[src/rtl/raybox_spi_pkg.sv]
// raybox_spi_pkg: shared constants, state encoding and POV frame layout for the SPI master.
package raybox_spi_pkg;
    localparam int POV_BITS = 74;
    localparam int PLAYER_W = 15;
    localparam int FACING_W = 11;
    localparam int VPLANE_W = 11;

    typedef enum logic [2:0] {IDLE, LEAD, HIGH, LOW, TAIL, GAP} spi_state_e;

    // Packs the POV fields MSB-first: player X/Y, facing X/Y, vplane X/Y.
    function automatic logic [POV_BITS-1:0] pov_frame(
        input logic [PLAYER_W-1:0] px, py,
        input logic [FACING_W-1:0] fx, fy,
        input logic [VPLANE_W-1:0] vx, vy
    );
        return {px, py, fx, fy, vx, vy};
    endfunction
endpackage

[src/rtl/spi_half_tick.sv]
// spi_half_tick: counts HALF clk cycles per phase and flags the last cycle of each.
module spi_half_tick #(
    parameter int HALF = 2
) (
    input  logic clk,
    input  logic reset,
    input  logic restart,
    output logic tick
);
    logic [7:0] cnt;

    assign tick = cnt == 8'(HALF - 1);

    always_ff @(posedge clk) begin
        if (reset || restart) cnt <= '0;
        else cnt <= tick ? '0 : cnt + 8'd1;
    end
endmodule

[src/rtl/pov_spi_master.sv]
// pov_spi_master: mode-0 SPI master sending a left-justified frame of up to MAX_BITS bits, MSB first.
module pov_spi_master
    import raybox_spi_pkg::*;
#(
    parameter int MAX_BITS = POV_BITS,
    parameter int HALF     = 2
) (
    input  logic                clk,
    input  logic                reset,
    input  logic [MAX_BITS-1:0] tx_data,
    input  logic [6:0]          tx_len,
    input  logic                tx_valid,
    output logic                tx_ready,
    output logic                done,
    output logic                sclk,
    output logic                mosi,
    output logic                ss_n
);
    spi_state_e          state, state_n;
    logic [MAX_BITS-1:0] shift, shift_n;
    logic [6:0]          bits, bits_n, len_eff;
    logic                tick, active;

    spi_half_tick #(.HALF(HALF)) u_tick (
        .clk    (clk),
        .reset  (reset),
        .restart(state == IDLE),
        .tick   (tick)
    );

    assign len_eff = (tx_len == 7'd0 || tx_len > 7'(MAX_BITS)) ? 7'(MAX_BITS) : tx_len;
    assign active  = state_n inside {LEAD, HIGH, LOW, TAIL};

    always_comb begin
        state_n = state;
        shift_n = shift;
        bits_n  = bits;
        case (state)
            IDLE: if (tx_valid && tx_ready) begin
                state_n = LEAD;
                shift_n = tx_data;
                bits_n  = len_eff;
            end
            LEAD: if (tick) state_n = HIGH;
            HIGH: if (tick) begin
                bits_n  = bits - 7'd1;
                state_n = (bits == 7'd1) ? TAIL : LOW;
                shift_n = (bits == 7'd1) ? shift : {shift[MAX_BITS-2:0], 1'b0};
            end
            LOW:  if (tick) state_n = HIGH;
            TAIL: if (tick) state_n = GAP;
            GAP:  if (tick) state_n = IDLE;
            default: state_n = IDLE;
        endcase
    end

    // Outputs are registered from the next state so they line up with the state they describe.
    always_ff @(posedge clk) begin
        if (reset) begin
            state    <= IDLE;
            shift    <= '0;
            bits     <= '0;
            sclk     <= 1'b0;
            mosi     <= 1'b0;
            ss_n     <= 1'b1;
            done     <= 1'b0;
            tx_ready <= 1'b1;
        end else begin
            state    <= state_n;
            shift    <= shift_n;
            bits     <= bits_n;
            sclk     <= state_n == HIGH;
            mosi     <= active && shift_n[MAX_BITS-1];
            ss_n     <= !active;
            done     <= state_n == GAP && state != GAP;
            tx_ready <= state_n == IDLE;
        end
    end
endmodule

[config.mk]
export PLATFORM = sky130hd
export DESIGN_NAME = pov_spi_master
export DESIGN_NICKNAME = d
export VERILOG_FILES = /design/src/rtl/raybox_spi_pkg.sv /design/src/rtl/spi_half_tick.sv /design/src/rtl/pov_spi_master.sv
export SDC_FILE = /design/constraint.sdc
export NUM_CORES = 1
export LEC_CHECK = 0
export ABC_AREA = 1
export CAP_MARGIN = 20
export CORE_MARGIN = 2
export CORE_UTILIZATION = 32
export DETAILED_ROUTE_END_ITERATION = 6
export SYNTH_ARGS = -nofsm -noshare
export SYNTH_HDL_FRONTEND = slang
export SYNTH_SLANG_ARGS = --single-unit
[constraint.sdc]
create_clock -name clk -period 2 [get_ports clk]
set_input_delay 0.4 -clock clk [delete_from_list [all_inputs] [get_ports clk]]
set_output_delay 0.4 -clock clk [all_outputs]
set_load 0.005 [all_outputs]
==> impl.org, run 1 <==
** STA
- Final hold violations :: 0
- Setup repair after global routing left no endpoint under its margin.
- Final cycle utilization of the critical path :: 0.884
- Setup violations remaining at the end of the flow were counted as 0.
- Total negative slack :: 0 ps
- Max_slew headroom :: 0.711
- Post-layout min period :: 1770 ps
- Max-slew violations :: 0
- Clock Skews :: 6.81 ps
- The tightest hold path in the finished design has a slack of 356 ps.
- Worst slew pin tran :: 430 ps
- Timing would allow up to 0.566 GHz.

** Layout
- Summing all multi-input logic gate instances after layout gives 0.00221 mm^2.
- Layout cells sized above 1 :: 0.0523
- Fill cell count :: 1504
- Register cell area after layout :: 0.00194 mm^2
- From synthesis to final layout, the design area changed by 31.0%.
- The finished cells cover 0.00607 mm^2.
- Antenna diodes :: 0
- For this run, the post-layout net count is 887.

** Clock network
- Count of instances resized after the clock tree is built :: 0
- Clock-pin slew of the registers on the worst-case setup and hold paths :: 60 ps
- Cell at the root of the clock tree :: sky130_fd_sc_hd__clkbuf_16
- Clock latency on the worst-skew pair, taken at its later pin, is 340 ps.
- Cts-stage hold buffer count :: 0
- Postcts setup bufs :: 0
- Htree depth :: 3
- Clk sinks :: 97
- The number of clock buffers added by TritonCTS is 9.
- The longest clock path from root to sink contains 2 buffers.
- TritonCTS clock tree :: done

** Pwr
- Static Leakage :: 0.00269 uW
- Across the VDD grid, the largest voltage drop is 0.400 mV.
- Dividing total power by cell area gives a power density of 795 mW/mm^2.

** Worst setup path
- CP required :: 2280 ps
- STA puts the critical path data arrival time at 2040 ps.
- Critical setup path kind :: reg2reg
- Critical Path Sink Type :: flip-flop
- Nature of the critical path startpoint :: flip-flop
- Setup slack on the worst flop-to-flop path :: 230 ps
- Of all nets on the critical path, the largest fanout is 49.

** Die
- 89 I/O pins were placed.
- The initial utilization of the core area, before any placement, comes to 0.331.
- Chip width :: 124 um
- Die Ht :: 124 um
- Core area :: 0.0140 mm^2
- The floorplan has 43 rows.
- Full die area :: 0.0155 mm^2

** Logic synthesis
- The share of the Yosys chip area taken by registers is 0.419.
- In this run, synthesis produced a sequential element count of 97.
- Share of the synthesized area in the top cell type :: 0.419
- Primary flip-flop cell chosen by synthesis mapping :: sky130_fd_sc_hd__dfxtp_1
- For this run, the number of Yosys warnings is 0.
- Net Count, Synth :: 807
- Counting flops with an async set or reset pin after synthesis yields a share of 0.
- Cell type contributing the most total cell area after synthesis :: sky130_fd_sc_hd__dfxtp_1
- After synthesis, the cell types taking the most area are sky130_fd_sc_hd__dfxtp_1 42%, sky130_fd_sc_hd__nand2_1 25%, sky130_fd_sc_hd__a21oi_1 9.7%.
- The synthesized netlist contains 30 unique library cells.
- In this run the cell area of the synthesized design comes to 0.00463 mm^2.
- Averaged over all synthesized cells, the footprint is 6.45 um^2.
- The cell count after synthesis came out at 719.
- Count of flip-flops with a built-in enable after synthesis :: 0

** Route
- After the first detailed-routing iteration, the DRC count stood at 300.
- Via count :: 4373
- Final routed DRC violation total :: 0
- Residual antenna-violating net count after detailed routing :: 0
- After detailed routing, the number of vias per cell comes to 4.45.
- Pre-antenna DRT Iters :: 4
- Wire per inst :: 10.8 um
- Routed WL :: 10700 um

** Global route
- In the global route stage, met2 resource usage came out at 0.221.
- Total congestion overflow :: 0
- The number of antenna violations at the first check in global routing is 0.
- Met1 GRT Util :: 0.187
- Largest net degree at the start of global routing :: 75
- The first global-routing pass estimated 18400 um of wire.
- After global routing, the most crowded layer is met2.
- GR met3 Demand/Resource :: 0.0326
- Vias in the first global route :: 4062
- Across every metal layer, demand over resource in global routing totals 0.142.

** Placement
- DP Wirelength :: 7140 um
- Routability-driven placement finished with a final weighted congestion of 0.836.
- Placed Area :: 0.00575 mm^2
- The count of buffers added on input and output ports is 88.

** Outcome
- Result of the run :: complete, no violations

** Hold path
- The worst hold path belongs to the class in2reg.

** Run
- The tool flagged a number of max-cap violations equal to 0.
## Yosys cell counts, types with 2 or more instances
cell type,count
sky130_fd_sc_hd__buf_2,13
sky130_fd_sc_hd__nor3b_1,4
sky130_fd_sc_hd__nand4_1,3
sky130_fd_sc_hd__dfxtp_1,97
sky130_fd_sc_hd__buf_4,8
sky130_fd_sc_hd__ha_1,4
sky130_fd_sc_hd__a31oi_1,3
sky130_fd_sc_hd__inv_2,6
sky130_fd_sc_hd__inv_1,76
sky130_fd_sc_hd__o21ai_0,12
sky130_fd_sc_hd__nand3_1,15
sky130_fd_sc_hd__a21oi_1,90
sky130_fd_sc_hd__clkbuf_1,10
sky130_fd_sc_hd__nor3_1,5
sky130_fd_sc_hd__nand2_1,310
sky130_fd_sc_hd__nor2_8,2
sky130_fd_sc_hd__nor2_1,48
## worst max-delay path, stage by stage (launching register included)
cell	delay (ps)
sky130_fd_sc_hd__dfxtp_2	350
sky130_fd_sc_hd__ha_1	170
sky130_fd_sc_hd__nand3_1	130
sky130_fd_sc_hd__nor2_4	200
sky130_fd_sc_hd__o21ai_4	120
sky130_fd_sc_hd__nor2_8	160
sky130_fd_sc_hd__buf_12	260
sky130_fd_sc_hd__nand2_1	80
sky130_fd_sc_hd__nand2_1	70
sky130_fd_sc_hd__inv_1	40
sky130_fd_sc_hd__a21oi_1	110
## through the flow
step	worst slack [ps]	instances	power, uW	utilization
2_1_floorplan	377	719	2710	-
3_3_place_gp	36.5	968	3060	0.411
4_1_cts	95.7	983	4910	0.434
3_5_place_dp	-0.296	968	3060	0.411
6_report	232	983	4830	0.434
5_1_grt	26.1	983	5100	0.434
## layer usage
layer | share of wire | vias to the layer above
met5 | 0 | -
met1 | 0.51 | 1897
li1 | - | 2377
met2 | 0.43 | 83
met3 | 0.045 | 16
met4 | 0.020 | 0
## cells in the final DEF (no fill, tap or decap), drive strengths merged, types with 4 or more instances in the layout
cell type and n:
o21ai 13, nor2 52, inv 82, nor3b 4, nand3 15, nor3 6
dfxtp 97, clkdlybuf4s50 87, a21oi 91, buf 14, nand2 311, clkbuf 12
ha 4
## flip-flops by register name, summed over array words and instances (netlist names)
signal and count:
bits 7, sclk 1, ss_n 1, mosi 1, done 1, shift 74, tx_ready 1, state 3
u_tick.cnt 8
## logic make-up after synthesis
family,count (synthesis),share of synthesized area
AO/OA/AOI/OAI,109,0.123
flip-flops,97,0.419
adder cells (fa/ha/maj),4,0.0108
XOR/XNOR,1,0.00189
AND/OR/NAND/NOR,393,0.342
buffers and inverters,115,0.103
## final cells by class
type / count / share of cell area
clock buffers: 12 / 0.0406
clock inverters: 3 / 0.0107
inverters: 83 / 0.0513
multi-input cells: 507 / 0.365
flip-flops and latches: 97 / 0.320
well taps: 180 / 0.0371
repair buffers: 101 / 0.175
## path summary, 6_finish.rpt
path / from / end / cells past startpoint
setup / recovery: u_tick.cnt[0] / shift[49] / 10
hold / removal: reset / state[0] / 2
setup reg to reg: u_tick.cnt[0] / shift[49] / 10
hold reg to reg: u_tick.cnt[0] / u_tick.cnt[0] / 1
## power breakdown
group / leakage (uW) / internal [uW] / switching [uW] / total [uW]
Sequential: 0.000795 / 2080 / 79.3 / 2160
Clock: 0.000153 / 1120 / 696 / 1820
Combinational: 0.00174 / 410 / 442 / 852
No activity file was read; power rests on OpenSTA's default activity.
==> run 2, diff against run 1 <==
--- a/config.mk
+++ b/config.mk
@@ -10,6 +10,9 @@
 export CORE_MARGIN = 2
 export CORE_UTILIZATION = 32
 export DETAILED_ROUTE_END_ITERATION = 6
+export GPL_TIMING_DRIVEN = 0
+export RECOVER_POWER = 25
+export SKIP_LAST_GASP = 1
 export SYNTH_ARGS = -nofsm -noshare
 export SYNTH_HDL_FRONTEND = slang
 export SYNTH_SLANG_ARGS = --single-unit
==> run 2 against run 1 <==
- core utilization down 0.27 points
- fmax fell by 2.4%
- hold slack improved by 80 ps
- cell count is 2.4% higher
- worst setup slack worse by 43 ps
- cell area fell by 0.62%
- critical path type unchanged
- total power down 6.4%
- critical path depth stayed put
- combinational power shrank 2%
- register-to-register slack worse by 40 ps
==> impl.org, run 2 (synthesis results as in run 1) <==
** Outcome
- Result of the run :: complete, no violations

** Worst setup path
- The setup path with the least slack is of type reg2reg.
- Worst Path Arrival :: 2020 ps (-20 ps)
- STA classifies the critical path startpoint as a flip-flop.
- The critical path data required time was 2210 ps (-70 ps).
- The largest driver fanout on the critical path came to 10 (-80%).
- Critical Path Sink Type :: flip-flop

** Clock network
- The number of H-tree levels came to 3 (unchanged).
- Clock-pin slew of the registers on the worst-case setup and hold paths :: 60 ps (about the same)
- Clock buffer depth :: 2 (unchanged)
- The TritonCTS buffer count is 9 (unchanged).
- The clock net sink count is 97 (unchanged).
- TritonCTS clock tree :: done
- Clock Latency Late Sink :: 340 ps (about the same)
- Clock tree synthesis selected as its root buffer the cell sky130_fd_sc_hd__clkbuf_16.

** Route
- Final routed DRC violation total :: 0 (unchanged)
- The via-per-instance ratio came to 4.40 (-1.0%).
- The remaining antenna violation count was 0 (unchanged).
- The number of detailed-routing iterations run before antenna repair came to 4 (unchanged).
- The number of vias in the routed layout is 4434 (+1.4%).
- The initial DRC count came to 243 (-19%).
- The aggregate routed wire length is 11000 um (+3.1%).
- The average routed wire per standard cell came to 10.9 um (+0.62%).

** STA
- Max_slew headroom :: 0.625 (-0.0858)
- The ratio of final minimum period to clock period was 0.905 (+0.0215).
- Crit path setup slack, layout :: 189 ps (-43.0 ps)
- The final critical-path required period is 1810 ps (+43.0 ps).
- The total setup violations reported at the end of the flow was 0 (unchanged).
- Setup repair after global routing left no endpoint under its margin.
- Max-slew violations :: 0 (unchanged)
- The transition at the pin with the smallest max-transition slack is 563 ps (+133 ps).
- The highest clock rate came to 0.552 GHz (-2.4%).
- The clock skew after layout came to 5.49 ps (-1.31 ps).
- Final hold violations :: 0 (unchanged)

** Layout
- Area of all placed cells without fillers :: 0.00603 mm^2 (-0.62%)
- The final core utilization was 0.431 (-0.00268).
- The flip-flop count of the largest register after layout came to 74 (unchanged).
- Leaving out fill and tap cells, the most frequent cell in the layout is sky130_fd_sc_hd__nand2_1.
- The filler-free cell count of the finished design is 1007 (+2.4%).
- Ranked by flip-flop count, first place goes to shift.
- The largest registers in the layout are shift (74), u_tick.cnt (8), bits (7).
- Layout Area Growth over Synthesis :: 30.2%
- Fill cell count :: 1532 (+1.9%)
- The share of final-layout standard cells stronger than drive strength 1 came to 0.0580 (+0.00574).
- In the layout the commonest cells are 310 x sky130_fd_sc_hd__nand2_1, 96 x sky130_fd_sc_hd__dfxtp_1, 90 x sky130_fd_sc_hd__a21oi_1.
- Antenna diodes :: 0 (unchanged)
- Count of nets after finishing :: 910 (+2.6%)

** Die
- Full die area :: 0.0155 mm^2 (unchanged)
- The number of primary I/O pins was 89 (unchanged).
- Die Ht :: 124 um (unchanged)
- The number of placement rows was 43 (unchanged).
- Core area :: 0.0140 mm^2 (unchanged)
- Chip width :: 124 um (unchanged)
- The initial cell density of the core is 0.331 (unchanged).

** Placement
- DP Wirelength :: 7660 um (+7.3%)
- Global placer's final weighted congestion :: 0.778 (-6.9%)
- Placed Area :: 0.00573 mm^2 (-0.41%)
- Count of buffers from port buffering :: 87 (-1.1%)
- Post-Place Worst Slack :: -306 ps (-306 ps)
- DP Cell Count :: 986 (+1.9%)

** Pwr
- The areal power density over the cells was 749 mW/mm^2 (-5.8%).
- Internal power summed over all cells :: 3320 uW (-8.1%)
- Switch Pwr :: 1200 uW (-1.2%)
- Part of the total power dissipated in the clock network :: 0.337 (-0.039)
- The highest ir drop seen on vdd came to 0.422 mV (+5.5%).
- Sum of internal, switching and leakage power :: 4520 uW (-6.4%)
- The static leakage was 0.00269 uW (about the same).
- Switching part of the total power :: 0.266 (+0.0138)
- The combinational share of power was 0.185 (+0.009).
- Register share of total power :: 0.478 (+0.031)

** Run
- Max-cap viol count :: 0 (unchanged)

** Hold path
- Min-Delay Path Class :: reg2reg

** Global route
- Global-route wire length before repair :: 18600 um (+0.68%)
- The overall track demand over capacity in global routing came to 0.143 (+0.00169).
- Largest net degree at the start of global routing :: 14 (-81%)
- Total congestion overflow :: 0 (unchanged)
- The number of antenna violations at the first check in global routing is 0 (unchanged).
- Vias in the first global route :: 4119 (+1.4%)
## run 2: changes by cell type in the layout (fill, tap and decap cells not counted), moves of 2 or more
| cell | delta |
|---|---|
| sky130_fd_sc_hd__clkbuf_1 | +17 |
| sky130_fd_sc_hd__buf_12 | -7 |
| sky130_fd_sc_hd__buf_2 | +7 |
| sky130_fd_sc_hd__buf_4 | +6 |
| sky130_fd_sc_hd__clkbuf_4 | +5 |
| sky130_fd_sc_hd__clkdlybuf4s50_1 | -5 |
| sky130_fd_sc_hd__dlygate4sd3_1 | +5 |
| sky130_fd_sc_hd__bufinv_16 | -2 |
## run 2: power groups by stage
stage               Sequential [uW]  Clock (uW)  Combinational, uW
floorplan                      2190           0                522
global placement               2200           0                833
detailed placement             2200           0                834
CTS                            2160        1580                840
global route                   2180        1660                961
finish                         2160        1520                838
## run 2: final timing paths
kind | startpoint | to | slack [ps] | depth (start not counted)
worst min-delay path | u_tick.cnt[0] | u_tick.cnt[0] | 440 | 1
worst min register to register | u_tick.cnt[0] | u_tick.cnt[0] | 440 | 1
worst max register to register | u_tick.cnt[1] | shift[68] | 190 | 10
worst max-delay path | u_tick.cnt[1] | shift[68] | 190 | 10
## run 2: through the flow
step	TNS (ps)	hold WS, ps
floorplan	0	434
global placement	-16760	452
detailed placement	-19040	455
CTS	0	465
global route	0	463
finish	0	435
## run 2: cell type report
type | count | area, um^2 | share of cell area
Buffer | 32 | 175 | 0.0290
Clock buffer | 16 | 251 | 0.0417
Inverter | 83 | 312 | 0.0516
Multi-Input combinational cell | 508 | 2230 | 0.369
Sequential cell | 97 | 1940 | 0.322
Tap cell | 180 | 225 | 0.0373
Timing Repair Buffer | 91 | 901 | 0.149
## run 2: what timing repair did
item / in CTS / in global routing
hold buffers: 0 / 0
setup endpoints to repair: 0 / 73
setup buffers: 0 / 4
resized for setup: 0 / 5
## run 2: critical path: stages, from the launching register on
cell                       delay, ps
sky130_fd_sc_hd__dfxtp_1         330
sky130_fd_sc_hd__inv_1            60
sky130_fd_sc_hd__ha_1            150
sky130_fd_sc_hd__nand3_1         120
sky130_fd_sc_hd__nor2_4          200
sky130_fd_sc_hd__o21ai_4         130
sky130_fd_sc_hd__nor2_8          200
sky130_fd_sc_hd__nor2_8           70
sky130_fd_sc_hd__clkbuf_4        190
sky130_fd_sc_hd__a21oi_1         160
sky130_fd_sc_hd__nor2_1           50
## run 2: per-layer routing
metal,vias up,GRT usage,wire length [um]
met2,77,0.233,4830
met5,-,0,0
met3,11,0.0309,556
met4,0,0.0496,147
li1,2425,-,-
met1,1921,0.188,5450
==> run 3, diff against run 2 <==
--- a/config.mk
+++ b/config.mk
@@ -13,6 +13,7 @@
 export GPL_TIMING_DRIVEN = 0
 export RECOVER_POWER = 25
 export SKIP_LAST_GASP = 1
+export SLEW_MARGIN = 25
 export SYNTH_ARGS = -nofsm -noshare
 export SYNTH_HDL_FRONTEND = slang
 export SYNTH_SLANG_ARGS = --single-unit
==> results of run 3 <==
Same layout as run 2: the final DEF is identical, and so are final timing and power.
